[config.mk]
export PLATFORM = sky130hd
export DESIGN_NAME = life_manager
export DESIGN_NICKNAME = d
export VERILOG_FILES = /design/src/rtl/life_manager_pkg.sv /design/src/rtl/life_manager_frame_timer.sv /design/src/rtl/life_manager.sv
export SDC_FILE = /design/constraint.sdc
export NUM_CORES = 1
export LEC_CHECK = 0
export ABC_AREA = 1
export BUFFER_PORTS_ARGS = -buffer_cell sky130_fd_sc_hd__buf_2
export CORE_MARGIN = 8
export CORE_UTILIZATION = 53
export DETAILED_ROUTE_END_ITERATION = 8
export PLACE_DENSITY = 0.75
export SYNTH_ARGS = -nofsm -noshare
export SYNTH_HDL_FRONTEND = slang
export SYNTH_HIERARCHICAL = 1
export SYNTH_SLANG_ARGS = --single-unit
[constraint.sdc]
create_clock -name clk -period 1.5 [get_ports clk]
set_input_delay 0.3 -clock clk [delete_from_list [all_inputs] [get_ports clk]]
set_output_delay 0.3 -clock clk [all_outputs]
set_load 0.02 [all_outputs]
[src/rtl/life_manager_pkg.sv]
// -----------------------------------------------------------------------------
// life_manager_pkg
// Shared game package for the life/health block.
// Contents:
//   life_state_e         - life FSM state encoding
//   DEF_START_LIFE       - default life count loaded on a new game
//   DEF_MAX_LIFE         - default life ceiling (must stay <= 7, currLife is 3 bits)
//   LIFE_ICON_*          - display constants for the life-icon row
//   life_sat_inc()       - saturating increment of a 3-bit life count
// -----------------------------------------------------------------------------
package life_manager_pkg;

  typedef enum logic [1:0] {
    IDLE      = 2'd0,
    ALIVE     = 2'd1,
    INVULN    = 2'd2,
    GAME_OVER = 2'd3
  } life_state_e;

  localparam int DEF_START_LIFE = 3;
  localparam int DEF_MAX_LIFE   = 5;

  // Life-icon row geometry used by the display that consumes currLife.
  localparam int LIFE_ICON_WIDTH  = 16;
  localparam int LIFE_ICON_HEIGHT = 16;
  localparam int LIFE_ICON_GAP    = 4;
  localparam int LIFE_ICON_X0     = 8;
  localparam int LIFE_ICON_Y0     = 8;

  // Increment a life count without exceeding max_life.
  function automatic logic [2:0] life_sat_inc(input logic [2:0] life,
                                              input logic [2:0] max_life);
    logic [2:0] res;
    if (life >= max_life) begin
      res = max_life;
    end else begin
      res = life + 3'd1;
    end
    return res;
  endfunction

endpackage

[src/rtl/life_manager_frame_timer.sv]
// -----------------------------------------------------------------------------
// life_manager_frame_timer
// Loadable down-counter advanced by the per-frame pulse; provides the
// invulnerability frame count for life_manager.
// Ports:
//   clk      in   system clock
//   reset    in   synchronous active-high reset (counter -> 0)
//   clear    in   synchronous clear (highest priority after reset)
//   load     in   load load_val into the counter
//   load_val in   value to load
//   tick     in   startOfFrame pulse; decrements the counter, stops at 0
//   done     out  counter currently holds 1, i.e. the next tick expires it
// -----------------------------------------------------------------------------
module life_manager_frame_timer #(
  parameter int WIDTH = 8
) (
  input  logic             clk,
  input  logic             reset,
  input  logic             clear,
  input  logic             load,
  input  logic [WIDTH-1:0] load_val,
  input  logic             tick,
  output logic             done
);

  logic [WIDTH-1:0] cnt_d;
  logic [WIDTH-1:0] cnt_q;

  // Next counter value: clear, then load, then a non-wrapping decrement.
  always_comb begin
    cnt_d = cnt_q;
    if (clear) begin
      cnt_d = {WIDTH{1'b0}};
    end else if (load) begin
      cnt_d = load_val;
    end else if (tick && (cnt_q != {WIDTH{1'b0}})) begin
      cnt_d = cnt_q - WIDTH'(1);
    end else begin
      cnt_d = cnt_q;
    end
  end

  // Counter register.
  always_ff @(posedge clk) begin
    if (reset) begin
      cnt_q <= {WIDTH{1'b0}};
    end else begin
      cnt_q <= cnt_d;
    end
  end

  assign done = (cnt_q == WIDTH'(1));

endmodule

[src/rtl/life_manager.sv]
// -----------------------------------------------------------------------------
// life_manager
// Player life bookkeeping: life count, hit handling with a post-hit
// invulnerability window (icons blink while invulnerable), extra lives and
// game over.
// Ports:
//   clk           in   system clock
//   reset         in   synchronous active-high reset
//   startOfFrame  in   one-clk pulse per video frame
//   newGame       in   one-clk pulse, starts/restarts a game
//   hitReq        in   one-clk pulse, player hit
//   bonusReq      in   one-clk pulse, extra life collected
//   currLife      out  current life count (registered)
//   lifeVisible   out  life-icon draw gate (registered)
//   invulnerable  out  high while in INVULN (registered)
//   gameOver      out  high while in GAME_OVER (registered)
//   lifeLost      out  one-clk pulse per accepted hit (registered)
// -----------------------------------------------------------------------------
module life_manager
  import life_manager_pkg::*;
#(
  parameter int START_LIFE    = DEF_START_LIFE,
  parameter int MAX_LIFE      = DEF_MAX_LIFE,   // must be <= 7
  parameter int INVULN_FRAMES = 90,
  parameter int BLINK_FRAMES  = 8
) (
  input  logic       clk,
  input  logic       reset,
  input  logic       startOfFrame,
  input  logic       newGame,
  input  logic       hitReq,
  input  logic       bonusReq,
  output logic [2:0] currLife,
  output logic       lifeVisible,
  output logic       invulnerable,
  output logic       gameOver,
  output logic       lifeLost
);

  localparam int TW = $clog2(INVULN_FRAMES) + 1;
  localparam int BW = $clog2(BLINK_FRAMES) + 1;

  localparam logic [2:0]    MAX_L      = 3'(MAX_LIFE);
  // A start value above the ceiling is clamped so currLife never exceeds it.
  localparam logic [2:0]    START_L    = (START_LIFE > MAX_LIFE) ? 3'(MAX_LIFE) : 3'(START_LIFE);
  localparam logic [TW-1:0] INVULN_VAL = TW'(INVULN_FRAMES);
  localparam logic [BW-1:0] BLINK_LAST = BW'(BLINK_FRAMES - 1);

  life_state_e   state_d, state_q;
  logic [2:0]    life_d, life_q;
  logic          vis_d, vis_q;
  logic          inv_d, inv_q;
  logic          go_d, go_q;
  logic          lost_d, lost_q;
  logic [BW-1:0] blink_d, blink_q;

  logic          timer_clear_s;
  logic          timer_load_s;
  logic          timer_done_s;

  life_manager_frame_timer #(
    .WIDTH(TW)
  ) u_frame_timer (
    .clk      (clk),
    .reset    (reset),
    .clear    (timer_clear_s),
    .load     (timer_load_s),
    .load_val (INVULN_VAL),
    .tick     (startOfFrame),
    .done     (timer_done_s)
  );

  // Next-state and next-output computation for the life FSM.
  always_comb begin
    state_d       = state_q;
    life_d        = life_q;
    vis_d         = vis_q;
    lost_d        = 1'b0;
    blink_d       = blink_q;
    timer_clear_s = 1'b0;
    timer_load_s  = 1'b0;

    if (newGame) begin
      // newGame wins over hit/bonus arriving in the same cycle.
      state_d       = ALIVE;
      life_d        = START_L;
      vis_d         = 1'b1;
      blink_d       = {BW{1'b0}};
      timer_clear_s = 1'b1;
    end else begin
      case (state_q)
        IDLE: begin
          life_d = 3'd0;
          vis_d  = 1'b1;
        end

        ALIVE: begin
          if (hitReq) begin
            // Hit takes precedence; a simultaneous bonus is dropped.
            lost_d = 1'b1;
            if (life_q > 3'd1) begin
              state_d      = INVULN;
              life_d       = life_q - 3'd1;
              vis_d        = 1'b0;
              blink_d      = {BW{1'b0}};
              timer_load_s = 1'b1;
            end else begin
              state_d = GAME_OVER;
              life_d  = 3'd0;
              vis_d   = 1'b1;
            end
          end else if (bonusReq) begin
            life_d = life_sat_inc(life_q, MAX_L);
          end else begin
            life_d = life_q;
          end
        end

        INVULN: begin
          if (bonusReq) begin
            life_d = life_sat_inc(life_q, MAX_L);
          end else begin
            life_d = life_q;
          end
          if (startOfFrame) begin
            if (timer_done_s) begin
              state_d = ALIVE;
              vis_d   = 1'b1;
              blink_d = {BW{1'b0}};
            end else if (blink_q == BLINK_LAST) begin
              blink_d = {BW{1'b0}};
              vis_d   = ~vis_q;
            end else begin
              blink_d = blink_q + BW'(1);
            end
          end else begin
            blink_d = blink_q;
          end
        end

        GAME_OVER: begin
          life_d = 3'd0;
          vis_d  = 1'b1;
        end

        default: begin
          state_d = IDLE;
          life_d  = 3'd0;
          vis_d   = 1'b1;
          blink_d = {BW{1'b0}};
        end
      endcase
    end

    inv_d = (state_d == INVULN);
    go_d  = (state_d == GAME_OVER);
  end

  // State and output registers.
  always_ff @(posedge clk) begin
    if (reset) begin
      state_q <= IDLE;
      life_q  <= 3'd0;
      vis_q   <= 1'b1;
      inv_q   <= 1'b0;
      go_q    <= 1'b0;
      lost_q  <= 1'b0;
      blink_q <= {BW{1'b0}};
    end else begin
      state_q <= state_d;
      life_q  <= life_d;
      vis_q   <= vis_d;
      inv_q   <= inv_d;
      go_q    <= go_d;
      lost_q  <= lost_d;
      blink_q <= blink_d;
    end
  end

  assign currLife     = life_q;
  assign lifeVisible  = vis_q;
  assign invulnerable = inv_q;
  assign gameOver     = go_q;
  assign lifeLost     = lost_q;

endmodule

# Yosys cells after proc, flatten, opt, wreduce, memory -nomap -nowiden
# Cells that the tools add are included.
# op_classes
n_mux,32
addsub,4
magnitude_cmp,2
bitwise,2
eq_ne,11
n_reduce_logical,12
# op_table
cell,n
4-bit 2-to-1 mux,5
7-bit 2-to-1 mux,2
1-bit 2-to-1 mux,12
3-bit 2-to-1 mux,4
2-bit 2-to-1 mux,5
3-bit one-hot mux with 3 select lines,1
2-bit == test (second input constant),4
8-bit by 1-bit == test with 1-bit output (second input constant),1
4-bit one-hot mux with 2 select lines,1
8-bit nonzero test,1
8-bit by 1-bit subtractor with 8-bit output (second input constant),1
2-bit != test (second input constant),3
2-bit OR reduction,3
3-bit OR reduction,2
4-bit by 1-bit adder with 4-bit output (second input constant),1
4-bit by 3-bit == test with 1-bit output (second input constant),1
2-bit one-hot mux with 2 select lines,1
4-bit AND reduction,1
2-bit nonzero test,2
3-bit by 1-bit adder with 3-bit output (second input constant),1
3-bit >= comparator (second input constant),1
3-bit by 1-bit > comparator with 1-bit output (second input constant),1
3-bit != test (second input constant),1
1-bit one-hot mux with 3 select lines,1
other kinds (6),7
# totals
regBits,21
out_inout_bits,7
wordCells,73
in_bits,6

# Longest topological paths before layout
# Gate-level depths: netlist of the first run.
# logic_depth
word_depth,6
depth_mapped,11
mapped_depth_nobuf,11

# By module
# The synthesis of the first run kept the hierarchy.
# modules_own_cells
mod,seq_area_each_um2,n_inst,cells_each,area_per_inst_um2
life_manager,260.2,1,132,852.1
life_manager_frame_timer,160.2,1,108,630.6

# Worst setup path before layout of the first run
# No wires, ideal clock.
# synth_timing
path_type,register to register
startpoint,register life_q[1] (netlist: currLife[1])
endpoint,register u_frame_timer.cnt_q[7]
stages_incl_launch_ff,12
period_less_slack_ps,1766
t_arrival_ps,1650
path_slack_ps,-266
n_path_buf,1
cell_sequence,dfxtp_1 -> inv_1 -> ha_1 -> nand2_2 -> nand2_2 -> nor3_1 -> buf_2 -> inv_2 -> nand3_1 -> nor2_1 -> nor2_1 -> nor2_1
# synth_between
elab_chain_len,6
# synth_lines
element,line,rtl
start: declaration,life_manager.sv:50,"logic [2:0] life_d, life_q;"
start signal: assignment,life_manager.sv:171,life_q <= life_d;
3-bit by 1-bit > comparator with 1-bit output,life_manager.sv:101,if (life_q > 3'd1) begin
1-bit 2-to-1 mux,life_manager.sv:101,
1-bit 2-to-1 mux,life_manager.sv:98,if (hitReq) begin
1-bit 2-to-1 mux,life_manager.sv:91,case (state_q)
1-bit 2-to-1 mux,life_manager.sv:83,if (newGame) begin
named net timer_load_s,life_manager.sv:58,logic timer_load_s;
3-bit OR reduction (no source line),-,
end signal: assignment,life_manager_frame_timer.sv:46,cnt_q <= {WIDTH{1'b0}};
end signal: assignment,life_manager_frame_timer.sv:48,cnt_q <= cnt_d;
end: declaration,life_manager_frame_timer.sv:27,logic [WIDTH-1:0] cnt_q;
# The timed path passes the listed nets, and every way through them passes these cells.
# A chain may end at the register's enable or synchronous reset.

# Worst setup path in the final report of the first run
# layout_timing
startpoint,register life_q[2] (netlist: currLife[2])
endpoint,register u_frame_timer.cnt_q[5]
# The elaborated chain is that of the path after synthesis.

==> results of run 1 <==
[cell type report]
type	count	area, µm²
Clock buffer	4	26.3
Fill cell	254	877
Inverter	41	171
Multi-Input combinational cell	182	977
Sequential cell	21	428
Tap cell	31	38.8
Timing Repair Buffer	28	191
[sequential cells by signal, summed over array words and instances (netlist names)]
name / count
lifeVisible: 1
lifeLost: 1
currLife: 3
gameOver: 1
u_frame_timer/cnt_q: 8
state_q: 2
invulnerable: 1
blink_q: 4
[worst max-delay path, stage by stage (launching register included)]
cell and delay [ns]:
dfxtp_1 0.46, nor2_1 0.09, nand2_2 0.08, nand2_2 0.06
nor3_2 0.17, buf_6 0.17, inv_8 0.06, nand3_2 0.09
nor2_1 0.04, nor2_1 0.10, nor2_1 0.04
[power by group through the flow]
| stage | sequential [µW] | combinational, µW | clock, µW |
|---|---|---|---|
| finish | 640 | 877 | 274 |
| global route | 645 | 991 | 306 |
| CTS | 636 | 799 | 288 |
| detailed placement | 650 | 793 | 0 |
| global placement | 649 | 787 | 0 |
| floorplan | 659 | 600 | 0 |
[layer usage]
metal	track usage, %	wire, µm	up-vias
met5	0	0	-
met4	7.27	34	0
met3	1.94	113	4
met2	24.6	1700	16
met1	16.0	1430	648
li1	-	-	814
[how the worst max path moves through the flow]
stage,startpoint,endpoint,slack [ns]
floorplan,currLife[1],u_frame_timer/cnt_q[1],0.02
global placement,currLife[1],u_frame_timer/cnt_q[4],0.04
detailed placement,currLife[1],u_frame_timer/cnt_q[4],0.03
CTS,currLife[1],u_frame_timer/cnt_q[4],0.02
global route,currLife[2],u_frame_timer/cnt_q[4],-0.05
finish,currLife[2],u_frame_timer/cnt_q[5],0.03
[stage by stage]
stage / cells / hold WS (ns)
final: 307 / 0.194
after global placement: 300 / 0.460
after global routing: 307 / 0.186
after floorplan: 246 / 0.362
after detailed placement: 300 / 0.461
after CTS: 305 / 0.181
[cells by family (layout without fill, tap and decap cells)]
family | count (synthesis) | after routing | share of synthesized area [%]
adder cells (fa/ha/maj) | 9 | 9 | 7.60
buffers and inverters | 43 | 73 | 11.8
other | 2 | 8 | 0.507
flip-flops | 21 | 21 | 28.4
AND/OR/NAND/NOR | 144 | 144 | 43.4
XOR/XNOR | 2 | 2 | 1.18
AO/OA/AOI/OAI | 19 | 19 | 7.17
[cells in the mapped netlist]
cell      instances  area (µm²)
xor2_1            1        8.76
nor2_4            1        11.3
nand3_1          26         130
nand2_4           3        33.8
nand3_2           2        20.0
nor2_2            1        6.26
a21oi_1          10        50.1
nand2_2           5        31.3
nand4_1           3        18.8
buf_6             1        11.3
o211ai_2          1        12.5
o21ai_0           4        20.0
nor2_1           36         135
dfxtp_1          21         420
ha_1              9         113
inv_2             6        22.5
o211ai_1          1        7.51
conb_1            2        7.51
nor3_1            4        20.0
xnor2_1           1        8.76
o21ai_1           2        10.0
inv_1            34         128
clkinv_4          1        8.76
buf_2             1        5.00
nand2_1          63         236
a31oi_1           1        6.26
[timing repair]
action | in CTS | in global routing
endpoints found under the setup margin | 1 | 17
hold buffers | 0 | 0
resized for setup | 0 | 27
pin swaps | 0 | 11
setup buffers | 1 | 2
==> impl_metrics.ini, run 1 <==
[route]
wl_per_cell_um = 10.7
viasPerCell = 4.83
ant_nets = 0
firstDrtPassIters = 4
dr_total_vias = 1482
drt_iter0_markers = 118
drc = 0
drt_wl_total_mm = 3.28

[power_and_ir_drop]
p_switching_uw = 744
combPwrFrac_pct = 49.0
pwr_density_cell_nw_per_um2 = 977
intPower_uw = 1050
pwr-share-clk_pct = 15.3
totalPowerFinal_uw = 1790
vdd_drop_max_uv = 805
swShare_pct = 41.6
seqPwrFrac_pct = 35.7
leakagePower_uw = 0.000912

[logic_synthesis]
yosysUniqueCellTypes = 26
ys.warnings.count = 6
ys_ff_latch = 21
synth_area_per_cell_um2 = 6.18
syn-instance-count = 240
syn_area_um2 = 1480
ys_seq_area_share_pct = 28.4

[die]
start_util_pct = 54.7
io_pins = 13
die_x_um = 68.9
design.core.area_um2 = 2710
dieArea_um2 = 4750
core.rowCount = 19
die_height_um = 68.9

[clocking]
cts_root_buf = clkbuf_4
cts_tree = yes
clock-sinks = 21
cts_buffer_depth = 2
cts_max_level = 1
clk_latency_ns = 0.30
numCtsBuffers = 3
clkTransAtPathRegs_ns = 0.11

[worst_hold_path]
whs_endpoint = currLife[1]
hp-class = in2reg
min_from = reset
hold_depth = 2

[timing]
hold_viol = 0
setup_ws_ns = 0.0320
max_freq_ghz = 0.681
setup_viol_count_final = 0
tns_ns = 0
period_minus_slack_ns = 1.47
fin_skew_ns = 0.00245
rsz0062_at_grt = true
fin_crit_sh_pct = 97.9
slew_violations = 0

[finish]
layout-drive-gt1-share_pct = 26.1
mostFrequentLayoutCells = nand2_1, nor2_1, inv_1
antenna_cells = 0
fin_area_um2 = 1830
layout_commonest_cell = nand2_1
fin_nets = 292
final_core_util_pct = 67.6
area_growth_pct = 23.6

[setup_path]
worst_r2r_startpoint = currLife[2]
rr_worst_depth = 10
reg2reg_slack_ns = 0.03
arrival_ns = 1.67
cp-end-kind = flip-flop
worst_ep_required_time_ns = 1.71
reg2reg_to = u_frame_timer/cnt_q[5]
cp_max_fo = 9
criticalPathCategory = reg2reg
crit_path_start_kind = flip-flop

[place]
gp_congestion = 0.863
pre_cts_slack_ns = 0.0303
dp_hpwl_mm = 2.49
placed_cell_area_um2 = 1700
port_buffers = 12

[grt]
antenna_found_initial = 0
track_usage_pct = 14.0
grt_pass1_wl_mm = 5.24
grt_max_degree = 12
overflow = 0
grt_pass1_vias = 1335

[status]
status = complete, no violations

[job]
drv_cap = 0
Note: power is estimated with default switching activity, not from simulation.
==> run 2: changes to the inputs <==
--- a/config.mk
+++ b/config.mk
@@ -8,9 +8,11 @@
 export ABC_AREA = 1
 export BUFFER_PORTS_ARGS = -buffer_cell sky130_fd_sc_hd__buf_2
 export CORE_MARGIN = 8
-export CORE_UTILIZATION = 53
+export CORE_UTILIZATION = 55
+export CTS_BUF_LIST = sky130_fd_sc_hd__clkbuf_4 sky130_fd_sc_hd__clkbuf_8
 export DETAILED_ROUTE_END_ITERATION = 8
-export PLACE_DENSITY = 0.75
+export HOLD_SLACK_MARGIN = 0.15
+export PLACE_DENSITY = 0.77
 export SYNTH_ARGS = -nofsm -noshare
 export SYNTH_HDL_FRONTEND = slang
 export SYNTH_HIERARCHICAL = 1
==> impl_metrics.ini, run 2 (synthesis gave the netlist of run 1 again) <==
[status]
status = complete, no violations

[route]
drt_iter0_markers = 96
ant_nets = 0
dr_total_vias = 1526
drc = 0
wl_per_cell_um = 11.1
viasPerCell = 4.89
firstDrtPassIters = 4
drt_wl_total_mm = 3.45

[die]
io_pins = 13
start_util_pct = 55.7
die_x_um = 67.9
dieArea_um2 = 4610
design.core.area_um2 = 2660
core.rowCount = 19
die_height_um = 67.9

[place]
pre_cts_slack_ns = 0.00655
dp_cells = 299
gp_congestion = 0.853
dp_hpwl_mm = 2.51
port_buffers = 12

[setup_path]
reg2reg_slack_ns = 0.02
rr_worst_depth = 11
worst_ep_required_time_ns = 1.74
worst-path-buf-inv = 3
cp_max_fo = 5
criticalPathCategory = reg2reg
crit_path_start_kind = flip-flop
cp-end-kind = flip-flop
critPathSlowestCell = dfxtp_4
critPathMaxStageDelay_ns = 0.38
worst_r2r_startpoint = currLife[1]
critPathTopFamily = simple AND/OR/NAND/NOR gates
path_cells = inv_4, ha_4, nand2_4, nand2_4, nor3_4, buf_6, buf_6, nand2_2, nand2_1, nand2_1, a21oi_1
cp-startpoint = currLife[1]
arrival_ns = 1.71
reg2reg_to = u_frame_timer/cnt_q[4]

[finish]
layout-drive-gt1-share_pct = 29.2
antenna_cells = 0
fin_nets = 297
layout_commonest_cell = nand2_1
largest_register = u_frame_timer/cnt_q
register_area_um2 = 433
instances_no_fill = 312
mostFrequentLayoutCells = nand2_1, nor2_1, inv_1
multi_input_area_um2 = 996
area_growth_pct = 27.8
fillerInstances = 246
largest_register_ffs = 8

[clocking]
clk_latency_ns = 0.30
clock-sinks = 21
hold_buffers = 0
numCtsBuffers = 3
cts_root_buf = clkbuf_4
cts_buffer_depth = 2
clkTransAtPathRegs_ns = 0.12
cts_tree = yes
cts_max_level = 1

[job]
drv_cap = 0

[timing]
setup_viol_count_final = 0
setup_ws_ns = 0.0223
period_minus_slack_ns = 1.48
rsz0062_at_grt = true
tns_ns = 0
max_freq_ghz = 0.677
fin_crit_sh_pct = 98.5
hold_viol = 0
fin_skew_ns = 0.00317
slew_violations = 0

[power_and_ir_drop]
leakagePower_uw = 0.000948
p_switching_uw = 742
pwr_density_cell_nw_per_um2 = 954
combPwrFrac_pct = 48.6
seqPwrFrac_pct = 35.5
vdd_drop_max_uv = 841
swShare_pct = 41.0
pwr-share-clk_pct = 15.9
intPower_uw = 1070

[grt]
overflow = 0
grt_max_degree = 12
grt_pass1_vias = 1382
track_usage_pct = 15.4
antenna_found_initial = 0
grt_pass1_wl_mm = 5.67

[worst_hold_path]
whs_endpoint = currLife[0]
hp-class = in2reg
min_from = reset
hold_depth = 2
==> run 2: cell types whose count changed in the layout (fill, tap and decap cells not counted), moves of 2 or more <==
cell	delta
buf_4	+5
dfxtp_1	-2
nand2_4	+2
nand2_2	-2
==> run 2: how the worst max path moves through the flow <==
stage	to	slack, ns	cells after the start
2_1_floorplan	u_frame_timer/cnt_q[1]	0.02	11
3_3_place_gp	u_frame_timer/cnt_q[4]	0.03	11
3_5_place_dp	u_frame_timer/cnt_q[4]	0.007	11
4_1_cts	gameOver	0.003	11
5_1_grt	u_frame_timer/cnt_q[4]	-0.07	11
6_report	u_frame_timer/cnt_q[4]	0.02	11
==> run 2: metrics by stage <==
stage | power (µW) | hold slack (ns) | cell area (µm²) | utilization [%]
2_1_floorplan | 1260 | 0.362 | 1520 | -
3_3_place_gp | 1430 | 0.458 | 1690 | 63.6
3_5_place_dp | 1440 | 0.464 | 1690 | 63.6
4_1_cts | 1750 | 0.189 | 1740 | 65.5
5_1_grt | 1960 | 0.196 | 1900 | 71.2
6_report | 1810 | 0.209 | 1900 | 71.2
==> run 2: power groups by stage <==
| stage | clock, µW | sequential [µW] | combinational (µW) |
|---|---|---|---|
| 6_report | 288 | 641 | 879 |
| 5_1_grt | 325 | 646 | 987 |
| 4_1_cts | 308 | 637 | 805 |
| 3_5_place_dp | 0 | 651 | 793 |
| 3_3_place_gp | 0 | 650 | 783 |
| 2_1_floorplan | 0 | 659 | 600 |
==> run 2: cell type report <==
cell class / count / area share [%]
multi-input cells: 182 / 52.5
flip-flops and latches: 21 / 22.8
repair buffers: 33 / 12.1
inverters: 41 / 8.91
well taps: 31 / 2.05
clock buffers: 4 / 1.58
==> run 2: layer usage <==
metal	wire (µm)	global-route usage (%)	share of wire (%)
met1	1570	17.8	45
met2	1800	28.5	52
met3	63	1.96	1.8
met4	18	4.60	0.52
met5	0	0	0
==> run 2: repair_timing <==
action                                  CTS  global route
resized for setup                         2            33
endpoints found under the setup margin    3            18
buffers inserted                          2             8
pin swaps                                 0            16
==> run 3: changes to the inputs <==
--- a/config.mk
+++ b/config.mk
@@ -8,11 +8,10 @@
 export ABC_AREA = 1
 export BUFFER_PORTS_ARGS = -buffer_cell sky130_fd_sc_hd__buf_2
 export CORE_MARGIN = 8
-export CORE_UTILIZATION = 55
+export CORE_UTILIZATION = 25
 export CTS_BUF_LIST = sky130_fd_sc_hd__clkbuf_4 sky130_fd_sc_hd__clkbuf_8
 export DETAILED_ROUTE_END_ITERATION = 8
 export HOLD_SLACK_MARGIN = 0.15
-export PLACE_DENSITY = 0.77
 export SYNTH_ARGS = -nofsm -noshare
 export SYNTH_HDL_FRONTEND = slang
 export SYNTH_HIERARCHICAL = 1
==> impl_metrics.ini, run 3 (synthesis gave the netlist of run 1 again) <==
[setup_path]
cp-end-kind = flip-flop
cp_max_fo = 9
critPathMaxStageDelay_ns = 0.36
arrival_ns = 1.63
worst_ep_required_time_ns = 1.66
critPathSlowestCell = dfxtp_4
path_cells = inv_2, ha_4, nand2_4, nand2_4, nor3_4, buf_6, inv_6, nand3_2, nor2_1, nor2_1, nor2_1
timing.critical_path.mode_cell = nor2_1
criticalPathCategory = reg2reg
critPathTopFamily = simple AND/OR/NAND/NOR gates
worst-path-buf-inv = 3
crit_path_start_kind = flip-flop

[place]
placed_cell_area_um2 = 1760
dp_hpwl_mm = 2.75
gp_congestion = 0.798
port_buffers = 12
dp_cells = 345

[timing]
hold_viol = 0
fin_crit_sh_pct = 97.8
period_minus_slack_ns = 1.47
setup_viol_count_final = 0
holdWs_ns = 0.257
fin_skew_ns = 0.00626
rsz0062_at_grt = true
max_freq_ghz = 0.682
tns_ns = 0
slew_violations = 0

[die]
core.rowCount = 28
design.core.area_um2 = 5820
dieArea_um2 = 8650
start_util_pct = 25.5
die_x_um = 93.0
die_height_um = 93.0
io_pins = 13

[finish]
layout_commonest_cell = nand2_1
fin_nets = 292
mostFrequentLayoutCells = nand2_1, nor2_1, inv_1
instances_no_fill = 351
largest_register = u_frame_timer/cnt_q
layout-drive-gt1-share_pct = 27.2
antenna_cells = 0
largest_register_ffs = 8
fin_area_um2 = 1930
area_growth_pct = 29.9

[worst_hold_path]
hp-class = in2reg

[route]
ant_nets = 0
drc = 0
drt_iter0_markers = 67
viasPerCell = 4.26
wl_per_cell_um = 9.81
firstDrtPassIters = 4
dr_total_vias = 1495
drt_wl_total_mm = 3.44

[clocking]
numCtsBuffers = 3
cts_root_buf = clkbuf_8
cts_max_level = 1
cts_tree = yes
clkTransAtPathRegs_ns = 0.08
clock-sinks = 21
cts_buffer_depth = 2
clk_latency_ns = 0.27
hold_buffers = 0

[power_and_ir_drop]
vdd_drop_max_uv = 456
pwr_density_cell_nw_per_um2 = 986
leakagePower_uw = 0.000927

[grt]
grt_pass1_wl_mm = 5.90
track_usage_pct = 8.19
grt_pass1_vias = 1379
overflow = 0
antenna_found_initial = 0
grt_max_degree = 13

[status]
status = complete, no violations

[job]
drv_cap = 0
-- run 3: path summary, 6_finish.rpt --
check | start | to | slack [ns] | cells past startpoint
worst min register to register | blink_q[2] | blink_q[2] | 0.48 | 2
worst min-delay path | reset | currLife[0] | 0.26 | 2
worst max-delay path | currLife[1] | u_frame_timer/cnt_q[7] | 0.03 | 11
worst max register to register | currLife[1] | u_frame_timer/cnt_q[7] | 0.03 | 11
-- run 3: metal layers --
layer | part of all wire (%) | GRT usage [%]
met1 | 46 | 9.62
met2 | 49 | 13.8
met3 | 3.4 | 2.32
met4 | 1.4 | 2.95
met5 | 0 | 0
-- run 3: timing repair --
| action | in CTS | in global routing |
|---|---|---|
| hold endpoints to repair | 0 | 0 |
| buffers inserted | 0 | 1 |
| endpoints found under the setup margin | 2 | 18 |
| gates resized for setup | 1 | 30 |
| pin swaps | 0 | 10 |
| cloned | 0 | 1 |
-- run 3: where the power goes --
group          switching [µW]  internal, µW  total [µW]  leakage (µW)
Combinational             536           335         871      0.000729
Clock                     201           186         386     0.0000255
Sequential               43.2           599         642      0.000173
Total                     779          1120        1900      0.000927
-- run 3: layout make-up --
class	count	area [µm²]
Clock buffer	3	41.3
Multi-Input combinational cell	182	1000
Tap cell	75	93.8
Sequential cell	21	432
Clock inverter	1	5.00
Timing Repair Buffer	28	185
Inverter	41	164
Fill cell	657	3890
-- run 3: through the flow --
stage | total power [µW] | util (%) | setup WS [ns]
detailed placement | 1450 | 30.3 | 0.0110
global route | 2070 | 33.1 | -0.0578
finish | 1900 | 33.1 | 0.0329
CTS | 1860 | 31.2 | -0.00471
global placement | 1450 | 30.3 | 0.0220
floorplan | 1260 | - | 0.0202
